`config.mk`:
```
export PLATFORM = sky130hd
export DESIGN_NAME = sent_tx_frame_ctrl_flat
export DESIGN_NICKNAME = d
export VERILOG_FILES = /design/src/rtl/sent_tx_frame_ctrl_if.sv /design/src/rtl/sent_tx_frame_ctrl.sv /design/src/flat_wrapper.sv
export SDC_FILE = /design/constraint.sdc
export NUM_CORES = 1
export LEC_CHECK = 0
export ABC_AREA = 1
export CAP_MARGIN = 10
export CORE_UTILIZATION = 50
export DETAILED_ROUTE_END_ITERATION = 12
export PLACE_DENSITY = 0.79
export SYNTH_ARGS = -nofsm -noshare
export SYNTH_HDL_FRONTEND = slang
export SYNTH_SLANG_ARGS = --single-unit
export TNS_END_PERCENT = 50
```
`constraint.sdc`:
```
create_clock -name clk_tx -period 6.1 [get_ports clk_tx]
set_input_delay 1.22 -clock clk_tx [delete_from_list [all_inputs] [get_ports clk_tx]]
set_output_delay 1.22 -clock clk_tx [all_outputs]
set_load 0.01 [all_outputs]
```
`src/rtl/sent_tx_frame_ctrl_if.sv`:
```
// Nibble stream between the SENT frame sequencer (master) and the
// nibble pulse generator (slave).
interface sent_tx_frame_ctrl_if;
  logic [3:0] nibble_data;
  logic [1:0] nibble_type;
  logic       nibble_valid;
  logic       nibble_ready;

  modport master (
    output nibble_data,
    output nibble_type,
    output nibble_valid,
    input  nibble_ready
  );

  modport slave (
    input  nibble_data,
    input  nibble_type,
    input  nibble_valid,
    output nibble_ready
  );
endinterface

```
`src/rtl/sent_tx_frame_ctrl.sv`:
```
// SENT frame sequencer: fetches fast-channel data from the data register, then
// streams sync/status/data/CRC/pause nibbles to the pulse generator.
module sent_tx_frame_ctrl #(
  parameter int unsigned LOAD_TIMEOUT = 32
) (
  input  logic                        clk_tx,
  input  logic                        reset_tx,
  input  logic                        cfg_enable,
  input  logic [2:0]                  cfg_format,
  input  logic [3:0]                  cfg_status,
  input  logic                        cfg_pause_en,
  input  logic [15:0]                 data_f1,
  input  logic [11:0]                 data_f2,
  input  logic                        done,
  output logic [2:0]                  load_bit,
  sent_tx_frame_ctrl_if.master        nib,
  output logic                        frame_done,
  output logic                        load_err,
  output logic                        busy
);

  localparam int unsigned TW = $clog2(LOAD_TIMEOUT + 1);

  typedef enum logic [2:0] {
    S_IDLE, S_LOAD, S_SYNC, S_STATUS, S_DATA, S_CRC, S_PAUSE
  } state_t;

  state_t        state_q, state_n;
  logic [2:0]    fmt_q, fmt_n;
  logic [3:0]    stat_q, stat_n;
  logic [23:0]   d_q, d_n;
  logic [23:0]   sh_q, sh_n;
  logic [2:0]    rem_q, rem_n;
  logic [TW-1:0] tmo_q, tmo_n;
  logic [2:0]    load_bit_n;
  logic [3:0]    nib_data_q, nib_data_n;
  logic [1:0]    nib_type_q, nib_type_n;
  logic          nib_valid_q, nib_valid_n;
  logic          frame_done_n, load_err_n, busy_n;
  logic          start, xfer, last, six;
  logic [23:0]   ld_word;

  function automatic logic [23:0] map_word(input logic [2:0]  f,
                                           input logic [15:0] a,
                                           input logic [11:0] b);
    case (f)
      3'b001:  return {a[11:0], b};
      3'b110:  return {a[13:0], b[9:0]};
      3'b111:  return {a, b[7:0]};
      default: return {a[11:0], 12'h000};
    endcase
  endfunction

  // Trailing zero nibble is the augmentation; 3-nibble frames stop after 16 bits.
  function automatic logic [3:0] crc4(input logic [23:0] d, input logic six_nib);
    logic [3:0]  c;
    logic [27:0] s;
    logic        fb;
    c = 4'b0101;
    s = six_nib ? {d, 4'h0} : {d[23:12], 16'h0000};
    for (int unsigned i = 0; i < 28; i++) begin
      if (six_nib || i < 16) begin
        fb = c[3] ^ s[27];
        c  = {c[2:0], 1'b0} ^ (fb ? 4'b1101 : 4'b0000);
      end
      s = {s[26:0], 1'b0};
    end
    return c;
  endfunction

  assign nib.nibble_data  = nib_data_q;
  assign nib.nibble_type  = nib_type_q;
  assign nib.nibble_valid = nib_valid_q;

  assign six     = (fmt_q == 3'b001) || (fmt_q == 3'b110) || (fmt_q == 3'b111);
  assign start   = cfg_enable && (cfg_format != 3'b000);
  assign xfer    = nib_valid_q && nib.nibble_ready;
  assign ld_word = done ? map_word(fmt_q, data_f1, data_f2) : '0;

  always_comb begin
    state_n      = state_q;
    fmt_n        = fmt_q;
    stat_n       = stat_q;
    d_n          = d_q;
    sh_n         = sh_q;
    rem_n        = rem_q;
    tmo_n        = tmo_q;
    load_bit_n   = load_bit;
    nib_data_n   = nib_data_q;
    nib_type_n   = nib_type_q;
    nib_valid_n  = nib_valid_q;
    frame_done_n = 1'b0;
    load_err_n   = load_err;
    last         = 1'b0;

    case (state_q)
      S_IDLE: begin
        if (start) begin
          state_n    = S_LOAD;
          fmt_n      = cfg_format;
          stat_n     = cfg_status;
          load_bit_n = cfg_format;
          tmo_n      = '0;
        end
      end
      S_LOAD: begin
        if (done || (tmo_q == TW'(LOAD_TIMEOUT - 1))) begin
          // ld_word is zero on timeout, so the frame carries zero data.
          if (!done) load_err_n = 1'b1;
          d_n         = ld_word;
          sh_n        = ld_word;
          load_bit_n  = '0;
          state_n     = S_SYNC;
          nib_valid_n = 1'b1;
          nib_type_n  = 2'd0;
          nib_data_n  = '0;
        end else begin
          tmo_n = tmo_q + 1'b1;
        end
      end
      S_SYNC: begin
        if (xfer) begin
          state_n    = S_STATUS;
          nib_type_n = 2'd1;
          nib_data_n = stat_q;
        end
      end
      S_STATUS: begin
        if (xfer) begin
          state_n    = S_DATA;
          nib_data_n = sh_q[23:20];
          sh_n       = {sh_q[19:0], 4'h0};
          rem_n      = six ? 3'd5 : 3'd2;
        end
      end
      S_DATA: begin
        if (xfer) begin
          if (rem_q == 3'd0) begin
            state_n    = S_CRC;
            nib_type_n = 2'd2;
            nib_data_n = crc4(d_q, six);
          end else begin
            nib_data_n = sh_q[23:20];
            sh_n       = {sh_q[19:0], 4'h0};
            rem_n      = rem_q - 3'd1;
          end
        end
      end
      S_CRC: begin
        if (xfer) begin
          if (cfg_pause_en) begin
            state_n    = S_PAUSE;
            nib_type_n = 2'd3;
            nib_data_n = '0;
          end else begin
            last = 1'b1;
          end
        end
      end
      S_PAUSE: begin
        if (xfer) last = 1'b1;
      end
      default: state_n = S_IDLE;
    endcase

    if (last) begin
      frame_done_n = 1'b1;
      nib_valid_n  = 1'b0;
      if (start) begin
        state_n    = S_LOAD;
        fmt_n      = cfg_format;
        stat_n     = cfg_status;
        load_bit_n = cfg_format;
        tmo_n      = '0;
      end else begin
        state_n = S_IDLE;
      end
    end

    busy_n = (state_n != S_IDLE);
  end

  always_ff @(posedge clk_tx) begin
    if (reset_tx) begin
      state_q     <= S_IDLE;
      fmt_q       <= '0;
      stat_q      <= '0;
      d_q         <= '0;
      sh_q        <= '0;
      rem_q       <= '0;
      tmo_q       <= '0;
      load_bit    <= '0;
      nib_data_q  <= '0;
      nib_type_q  <= '0;
      nib_valid_q <= 1'b0;
      frame_done  <= 1'b0;
      load_err    <= 1'b0;
      busy        <= 1'b0;
    end else begin
      state_q     <= state_n;
      fmt_q       <= fmt_n;
      stat_q      <= stat_n;
      d_q         <= d_n;
      sh_q        <= sh_n;
      rem_q       <= rem_n;
      tmo_q       <= tmo_n;
      load_bit    <= load_bit_n;
      nib_data_q  <= nib_data_n;
      nib_type_q  <= nib_type_n;
      nib_valid_q <= nib_valid_n;
      frame_done  <= frame_done_n;
      load_err    <= load_err_n;
      busy        <= busy_n;
    end
  end

endmodule

```
`src/flat_wrapper.sv`:
```
// flat-port wrapper written by rule: the top's interface ports become plain ports
module sent_tx_frame_ctrl_flat 
#(
  parameter int unsigned LOAD_TIMEOUT = 32
)
  (clk_tx, reset_tx, cfg_enable, cfg_format, cfg_status, cfg_pause_en, data_f1, data_f2, done, load_bit, frame_done, load_err, busy, nib_nibble_data, nib_nibble_type, nib_nibble_valid, nib_nibble_ready);
  sent_tx_frame_ctrl_if nib_i ();
  input  logic clk_tx;
  input  logic reset_tx;
  input  logic cfg_enable;
  input  logic [2:0] cfg_format;
  input  logic [3:0] cfg_status;
  input  logic cfg_pause_en;
  input  logic [15:0] data_f1;
  input  logic [11:0] data_f2;
  input  logic done;
  output logic [2:0] load_bit;
  output logic frame_done;
  output logic load_err;
  output logic busy;
  output wire logic [$bits(nib_i.nibble_data)-1:0] nib_nibble_data;
  output wire logic [$bits(nib_i.nibble_type)-1:0] nib_nibble_type;
  output wire logic [$bits(nib_i.nibble_valid)-1:0] nib_nibble_valid;
  input wire logic [$bits(nib_i.nibble_ready)-1:0] nib_nibble_ready;
  assign nib_nibble_data = nib_i.nibble_data;
  assign nib_nibble_type = nib_i.nibble_type;
  assign nib_nibble_valid = nib_i.nibble_valid;
  assign nib_i.nibble_ready = nib_nibble_ready;
  sent_tx_frame_ctrl #(.LOAD_TIMEOUT(LOAD_TIMEOUT)) u_core (.clk_tx(clk_tx), .reset_tx(reset_tx), .cfg_enable(cfg_enable), .cfg_format(cfg_format), .cfg_status(cfg_status), .cfg_pause_en(cfg_pause_en), .data_f1(data_f1), .data_f2(data_f2), .done(done), .load_bit(load_bit), .nib(nib_i), .frame_done(frame_done), .load_err(load_err), .busy(busy));
endmodule
```
==> impl_metrics.yaml, run 1 <==
clock_network:
  clock_sinks: 80
  cts_max_level: 3
  cts_made_buffers: 9
  clock_latency_ns: 0.36
  postCtsHoldBufs: 0
  cts_buffer_depth: 2
  cts.clk_slew.worst_paths_ns: 0.07
  ctsRootBufferMaster: "clkbuf_8"
  cts_tree: "built"
setup_path:
  crit_end: "u_core.nib.nibble_data[2]"
  crit_required_ns: 6.39
  start_kind: "flip-flop"
  crit_slowest_cell: "dfxtp_1"
  slowest_delay_ns: 0.47
  end_kind: "flip-flop"
  r2r_setup_slack_ns: 0.68
  cp_max_fo: 30
  cp.arrival_ns: 5.71
  cpMostUsedCell: "nand2_1"
  reg2regPathDepth: 49
  reg2reg_to: "u_core.nib.nibble_data[2]"
  critical_path_class: "flip-flop to flip-flop"
synth:
  synth-seq-cells: 80
  ys_types: 45
  synth_cells: 791
  synth_top_family_by_area: "simple AND/OR/NAND/NOR gates"
  synthXorXnorAreaFrac: 0.04331
  ys.flop_type: "dfxtp_1"
  yosys.area_share.simple: 0.3165
  synthesis.area_um2: 5142
  yosys.cell_count.top_type: "nand2_1"
  yosysTopAreaCellShare: 0.3114
  synthArstFlopShare: 0
  synth_mux_area_frac: 0
  syn_avg_cell_area_um2: 6.501
  synth_commonest_cells: "nand2_1, inv_1, dfxtp_1, nor2_1, a21oi_1"
  yosysTopAreaCell: "dfxtp_1"
  yosysSeqAreaShare: 0.3114
  synth_compound_area_frac: 0.2049
  synth_fp_nets: 835
  synth_edf_count: 0
  synth-adder-area-share: 0.007299
  yosys-top-cells-area: "dfxtp_1, nand2_1, inv_1, a21oi_1, nand3_1"
  ys_warn_count: 0
pwr:
  switching_share: 0.4392
  intPower_mw: 1.245
  switchingPower_mw: 0.9749
  p_per_area_nw_per_um2: 370.4
  power_frac_comb: 0.548
  vdd_drop_max_v: 0.0001810
  p_total_mw: 2.220
  cellLeakagePower_nw: 2.619
  power.share.clock: 0.196
  power.share.sequential: 0.256
floorplan:
  core_um2: 9864
  core.rowCount: 36
  io_pins: 54
  fp.dieH_um: 103.4
  start_util: 0.5213
  dieArea_um2: 10690
  die_width_um: 103.4
timing:
  slew_violations: 0
  post-route-period-util: 0.8886
  relSlewSlack: 0.3678
  tightestPinTransition_ns: 0.9472
  setup_viol: 0
  period_minus_slack_ns: 5.420
  fin_skew_ns: 0.007288
  fmax_ghz: 0.1845
  hold_viol_final: 0
finish:
  fill_cells: 906
  layout-drive-gt1-share: 0.09569
  multiInputGateArea_um2: 2955
  synthToLayoutAreaGrowth_pct: 16.55
  layout.cells.non_filler: 969
  regArea_um2: 1603
  diodes: 0
  nets: 876
hold_path:
  hold_path.class: "flip-flop to flip-flop"
  hp-start: "u_core.nib.nibble_type[0]"
global_routing:
  grt_antenna_before_repair: 0
  track_usage: 0.2669
  grt_pass1_wl_um: 22250
  grt_pass1_vias: 4988
  grt-ovfl-total: 0
  grt_max_degree: 43
place:
  gp_congestion: 0.9018
  io_buffers: 53
  dp.cells: 954
  dp_hpwl_um: 9852
detailed_routing:
  vias_per_cell: 5.446
  routed_wirelength_um: 13380
  drc: 0
  antenna_left: 0
  num_vias: 5277
  wire_per_inst_um: 13.81
  drt_pass1_iterations: 7
  drtIter0Drc: 280
run_status:
  outcome: "finished, final reports clean"
job:
  maxCapViolCount: 0
==> routing by layer <==
| metal | vias to the layer above | part of all wire | GRT usage |
|---|---|---|---|
| met4 | 0 | 0.026 | 0.1105 |
| met1 | 2408 | 0.44 | 0.3308 |
| met2 | 160 | 0.49 | 0.4631 |
| met5 | - | 0 | 0 |
| li1 | 2683 | - | - |
| met3 | 26 | 0.048 | 0.03965 |
==> final cells by class <==
type / instances / area share
Tap cell: 133 / 0.02777
Clock buffer: 12 / 0.02589
Clock inverter: 3 / 0.01086
Multi-Input combinational cell: 564 / 0.4931
Timing Repair Buffer: 59 / 0.09666
Inverter: 118 / 0.07829
Sequential cell: 80 / 0.2674
==> critical path, delay by kind of cell, from the launching register on <==
kind                      cells  cell delay (ns)
and+or+nand+nor              41             3.68
buffers and inverters         6             0.68
DFF                           1             0.47
xor gates and xnor gates      1             0.37
AOI/OAI and AO/OA             1             0.14
==> sequential cells by signal (all words and copies together) (netlist names), named ones only <==
register,cells
u_core.tmo_q,6
u_core.rem_q,3
u_core.load_err,1
u_core.load_bit,3
u_core.nib.nibble_type,2
u_core.d_q,24
u_core.frame_done,1
u_core.nib.nibble_data,4
u_core.sh_q,24
u_core.state_q,3
u_core.busy,1
u_core.nib.nibble_valid,1
==> per-stage QoR <==
step	hold WS, ns	TNS [ns]	setup WS, ns	cell area, µm²	util
floorplan	0.4245	0	1.631	5142	-
global placement	0.4375	0	0.7887	5754	0.5833
detailed placement	0.4512	0	0.5635	5754	0.5833
CTS	0.4629	0	0.5309	5974	0.6057
global route	0.4807	-0.01484	-0.01484	5993	0.6076
finish	0.4619	0	0.6795	5993	0.6076
==> logic make-up after synthesis <==
| logic type | after synthesis |
|---|---|
| XOR/XNOR | 18 |
| flip-flops | 80 |
| adder cells (fa/ha/maj) | 3 |
| AND/OR/NAND/NOR | 362 |
| AO/OA/AOI/OAI | 181 |
| buffers and inverters | 147 |
==> placed cells by master, fill, tap and decap left out, types with 3 or more instances in the layout <==
cell type and instances:
buf_4 5, a211oi_1 4, a22oi_1 4, nand4_1 5, o21ai_0 60, inv_2 12
nor3_1 5, a32o_1 10, xor2_1 8, a21oi_1 66, nor2_1 78, nand3_2 12
nand2_1 167, xnor2_1 3, o22ai_1 11, xor2_2 5, o211ai_1 9, dfxtp_1 79
bufinv_16 3, nand2_2 21, nand3_1 62, ha_1 3, inv_1 103, clkdlybuf4s50_1 53
a31oi_1 7, clkbuf_8 11
==> worst min path at each step <==
stage	end	slack, ns	cells past startpoint
after floorplan	flip-flop	0.42	2
final	u_core.nib.nibble_type[0]	0.46	2
after detailed placement	u_core.nib.nibble_type[0]	0.45	2
after global routing	u_core.nib.nibble_data[3]	0.48	2
after CTS	u_core.nib.nibble_type[0]	0.46	2
after global placement	flip-flop	0.44	2
==> repair_timing <==
item | in CTS | in global routing
setup endpoints to repair | 0 | 2
gates resized for setup | 0 | 5
buffers inserted | 0 | 0
==> power groups by stage <==
stage               clock, mW  sequential, mW  combinational, mW
floorplan                   0           0.576              0.976
global route            0.465           0.571               1.38
finish                  0.436           0.568               1.22
global placement            0           0.577               1.16
CTS                     0.445           0.566               1.21
detailed placement          0           0.578               1.20
Power figures use the tool's default switching activity.
==> run 2: changes to the inputs <==
--- a/config.mk
+++ b/config.mk
@@ -5,11 +5,11 @@
 export SDC_FILE = /design/constraint.sdc
 export NUM_CORES = 1
 export LEC_CHECK = 0
-export ABC_AREA = 1
 export CAP_MARGIN = 10
-export CORE_UTILIZATION = 50
+export CORE_MARGIN = 2
+export CORE_UTILIZATION = 56
 export DETAILED_ROUTE_END_ITERATION = 12
-export PLACE_DENSITY = 0.79
+export PLACE_DENSITY = 0.87
 export SYNTH_ARGS = -nofsm -noshare
 export SYNTH_HDL_FRONTEND = slang
 export SYNTH_SLANG_ARGS = --single-unit
==> impl_metrics.yaml, run 2 <==
clock_network:
  cts_resized: 0
  cts_max_level: 3
  cts_tree: "built"
  cts.clk_slew.worst_paths_ns: 0.08
  ctsRootBufferMaster: "clkbuf_8"
  cts_buffer_depth: 2
  postCtsHoldBufs: 0
  clock_sinks: 80
  cts_made_buffers: 9
  clock_latency_ns: 0.36
  postCtsSetupRepairBufs: 0
finish:
  design_area_um2: 5167
  final_common_cell: "nand2_1"
  layout-drive-gt1-share: 0.07206
  diodes: 0
  postLayoutCoreUtil: 0.6653
  final_cell_mix: "nand2_1, dfxtp_1, nor2_1"
  reg.largest.list: "u_core.d_q: 24 flops, u_core.sh_q: 24 flops, u_core.tmo_q: 6 flops"
  layout.cells.non_filler: 671
  nets: 609
  fill_cells: 656
  synthToLayoutAreaGrowth_pct: 15.01
synth:
  synth-seq-cells: 80
  synth_commonest_cells: "nand2_1, dfxtp_1, nor2_1, a21oi_1, clkbuf_1"
  yosysSeqAreaShare: 0.3564
  ys.flop_type: "dfxtp_1"
  syn_avg_cell_area_um2: 8.367
  synthArstFlopShare: 0
  synth_cells: 537
  synth_edf_count: 0
  yosys.cell_count.top_type: "nand2_1"
  yosys-top-cells-area: "dfxtp_1, nand2_1, mux2i_1, nor2_1, a21oi_1"
  ys_types: 62
  yosysTopAreaCell: "dfxtp_1"
  synth_fp_nets: 581
  yosysTopAreaCellShare: 0.3564
  synthesis.area_um2: 4493
  ys_warn_count: 0
global_routing:
  grt_max_degree: 72
  grt_pass1_vias: 3759
  grt-ovfl-total: 0
  grt_antenna_before_repair: 0
  track_usage: 0.2657
  grt_pass1_wl_um: 18320
detailed_routing:
  drc: 0
  num_vias: 4016
  vias_per_cell: 5.985
  routed_wirelength_um: 11130
  drtIter0Drc: 312
  drt_pass1_iterations: 5
  wire_per_inst_um: 16.59
  antenna_left: 0
setup_path:
  reg2reg_to: "u_core.nib.nibble_data[1]"
  critical_path_class: "input pin to flip-flop"
  end_kind: "flip-flop"
  reg2regPathDepth: 6
  cp_max_fo: 36
  crit_required_ns: 6.37
  cp.arrival_ns: 4.39
  start_kind: "input pin"
  r2r_setup_slack_ns: 3.15
place:
  dpl_cell_area_um2: 4959
  io_buffers: 53
  dp_hpwl_um: 8043
  place_ws_ns: 1.608
  dp.cells: 656
  gp_congestion: 0.8842
pwr:
  intPower_mw: 0.8643
  switchingPower_mw: 0.3215
  switching_share: 0.2711
  p_total_mw: 1.186
  power.share.clock: 0.356
  power_frac_comb: 0.167
  power.share.sequential: 0.478
  cellLeakagePower_nw: 1.895
  vdd_drop_max_v: 0.0001275
  p_per_area_nw_per_um2: 229.5
floorplan:
  dieArea_um2: 8755
  io_pins: 54
  core.rowCount: 32
  die_width_um: 93.57
  start_util: 0.5784
  fp.dieH_um: 93.57
  core_um2: 7767
timing:
  relSlewSlack: 0.2873
  fin_skew_ns: 0.01137
  tightestPinTransition_ns: 1.066
  period_minus_slack_ns: 4.120
  finalSetupTns_ns: 0
  fin_worst_hold_slack_ns: 0.4604
  hold_viol_final: 0
  slew_violations: 0
  setup_viol: 0
  fmax_ghz: 0.2427
  rsz0062_at_grt: "false"
  post-route-period-util: 0.6754
  worst_slack_ns: 1.980
hold_path:
  hp-start: "u_core.sh_q[0]"
  whs_path_depth: 2
  min_to: "u_core.sh_q[0]"
  hold_path.class: "flip-flop to flip-flop"
run_status:
  outcome: "finished, final reports clean"
job:
  maxCapViolCount: 0
[run 2: cell types whose count changed after synthesis, moves of 11 or more]
| cell | previous run | this run |
|---|---|---|
| inv_1 | 103 | 3 |
| nand2_1 | 168 | 101 |
| nand3_1 | 62 | 4 |
| o21ai_0 | 60 | 8 |
| mux2i_1 | 0 | 24 |
| a21oi_1 | 66 | 44 |
| nand2_2 | 21 | 0 |
| xnor2_1 | 3 | 22 |
| nor2_1 | 78 | 62 |
| inv_2 | 12 | 0 |
| nand3_2 | 12 | 0 |
| o211a_1 | 1 | 12 |
| o22ai_1 | 11 | 0 |
[run 2: cells by family after synthesis]
family	after synthesis	synth area share
adder cells (fa/ha/maj)	3	0.008355
flip-flops	80	0.3564
AND/OR/NAND/NOR	223	0.2192
XOR/XNOR	39	0.09607
buffers and inverters	41	0.04762
AO/OA/AOI/OAI	127	0.2189
multiplexers	24	0.05347
[run 2: worst max-delay path: stages]
cell and delay (ns):
clkdlybuf4s50_1 1.17, a31oi_1 0.25, nor2_1 0.79, or2_1 0.20, buf_4 0.37, nor2_1 0.12
a311oi_2 0.25
[run 2: power groups by stage]
| stage | sequential [mW] | combinational (mW) | clock, mW |
|---|---|---|---|
| 3_3_place_gp | 0.577 | 0.188 | 0 |
| 4_1_cts | 0.566 | 0.196 | 0.424 |
| 6_report | 0.567 | 0.197 | 0.422 |
| 5_1_grt | 0.570 | 0.215 | 0.448 |
| 2_1_floorplan | 0.568 | 0.139 | 0 |
| 3_5_place_dp | 0.578 | 0.195 | 0 |
[run 2: per-layer routing]
metal / part of all wire / GRT usage / vias to the layer above
met5: 0 / 0 / -
met2: 0.48 / 0.4215 / 137
li1: - / - / 1945
met4: 0.020 / 0.08213 / 0
met1: 0.44 / 0.3629 / 1913
met3: 0.059 / 0.05802 / 21
[run 2: worst max path at each step]
stage	slack, ns	to	start
3_5_place_dp	1.61	u_core.sh_q[14]	done
3_3_place_gp	1.82	u_core.sh_q[15]	done
6_report	1.98	u_core.sh_q[14]	done
2_1_floorplan	3.53	u_core.nib.nibble_data[2]	done
4_1_cts	2.00	u_core.sh_q[14]	done
5_1_grt	1.72	u_core.sh_q[4]	done
[run 2: final cells by class]
class | count | area [µm²] | area share
Inverter | 3 | 11.26 | 0.002179
Timing Repair Buffer | 55 | 540.5 | 0.1046
Sequential cell | 80 | 1602 | 0.3099
Clock buffer | 9 | 123.9 | 0.02397
Clock inverter | 6 | 85.08 | 0.01646
Multi-Input combinational cell | 416 | 2678 | 0.5182
Tap cell | 102 | 127.6 | 0.02470
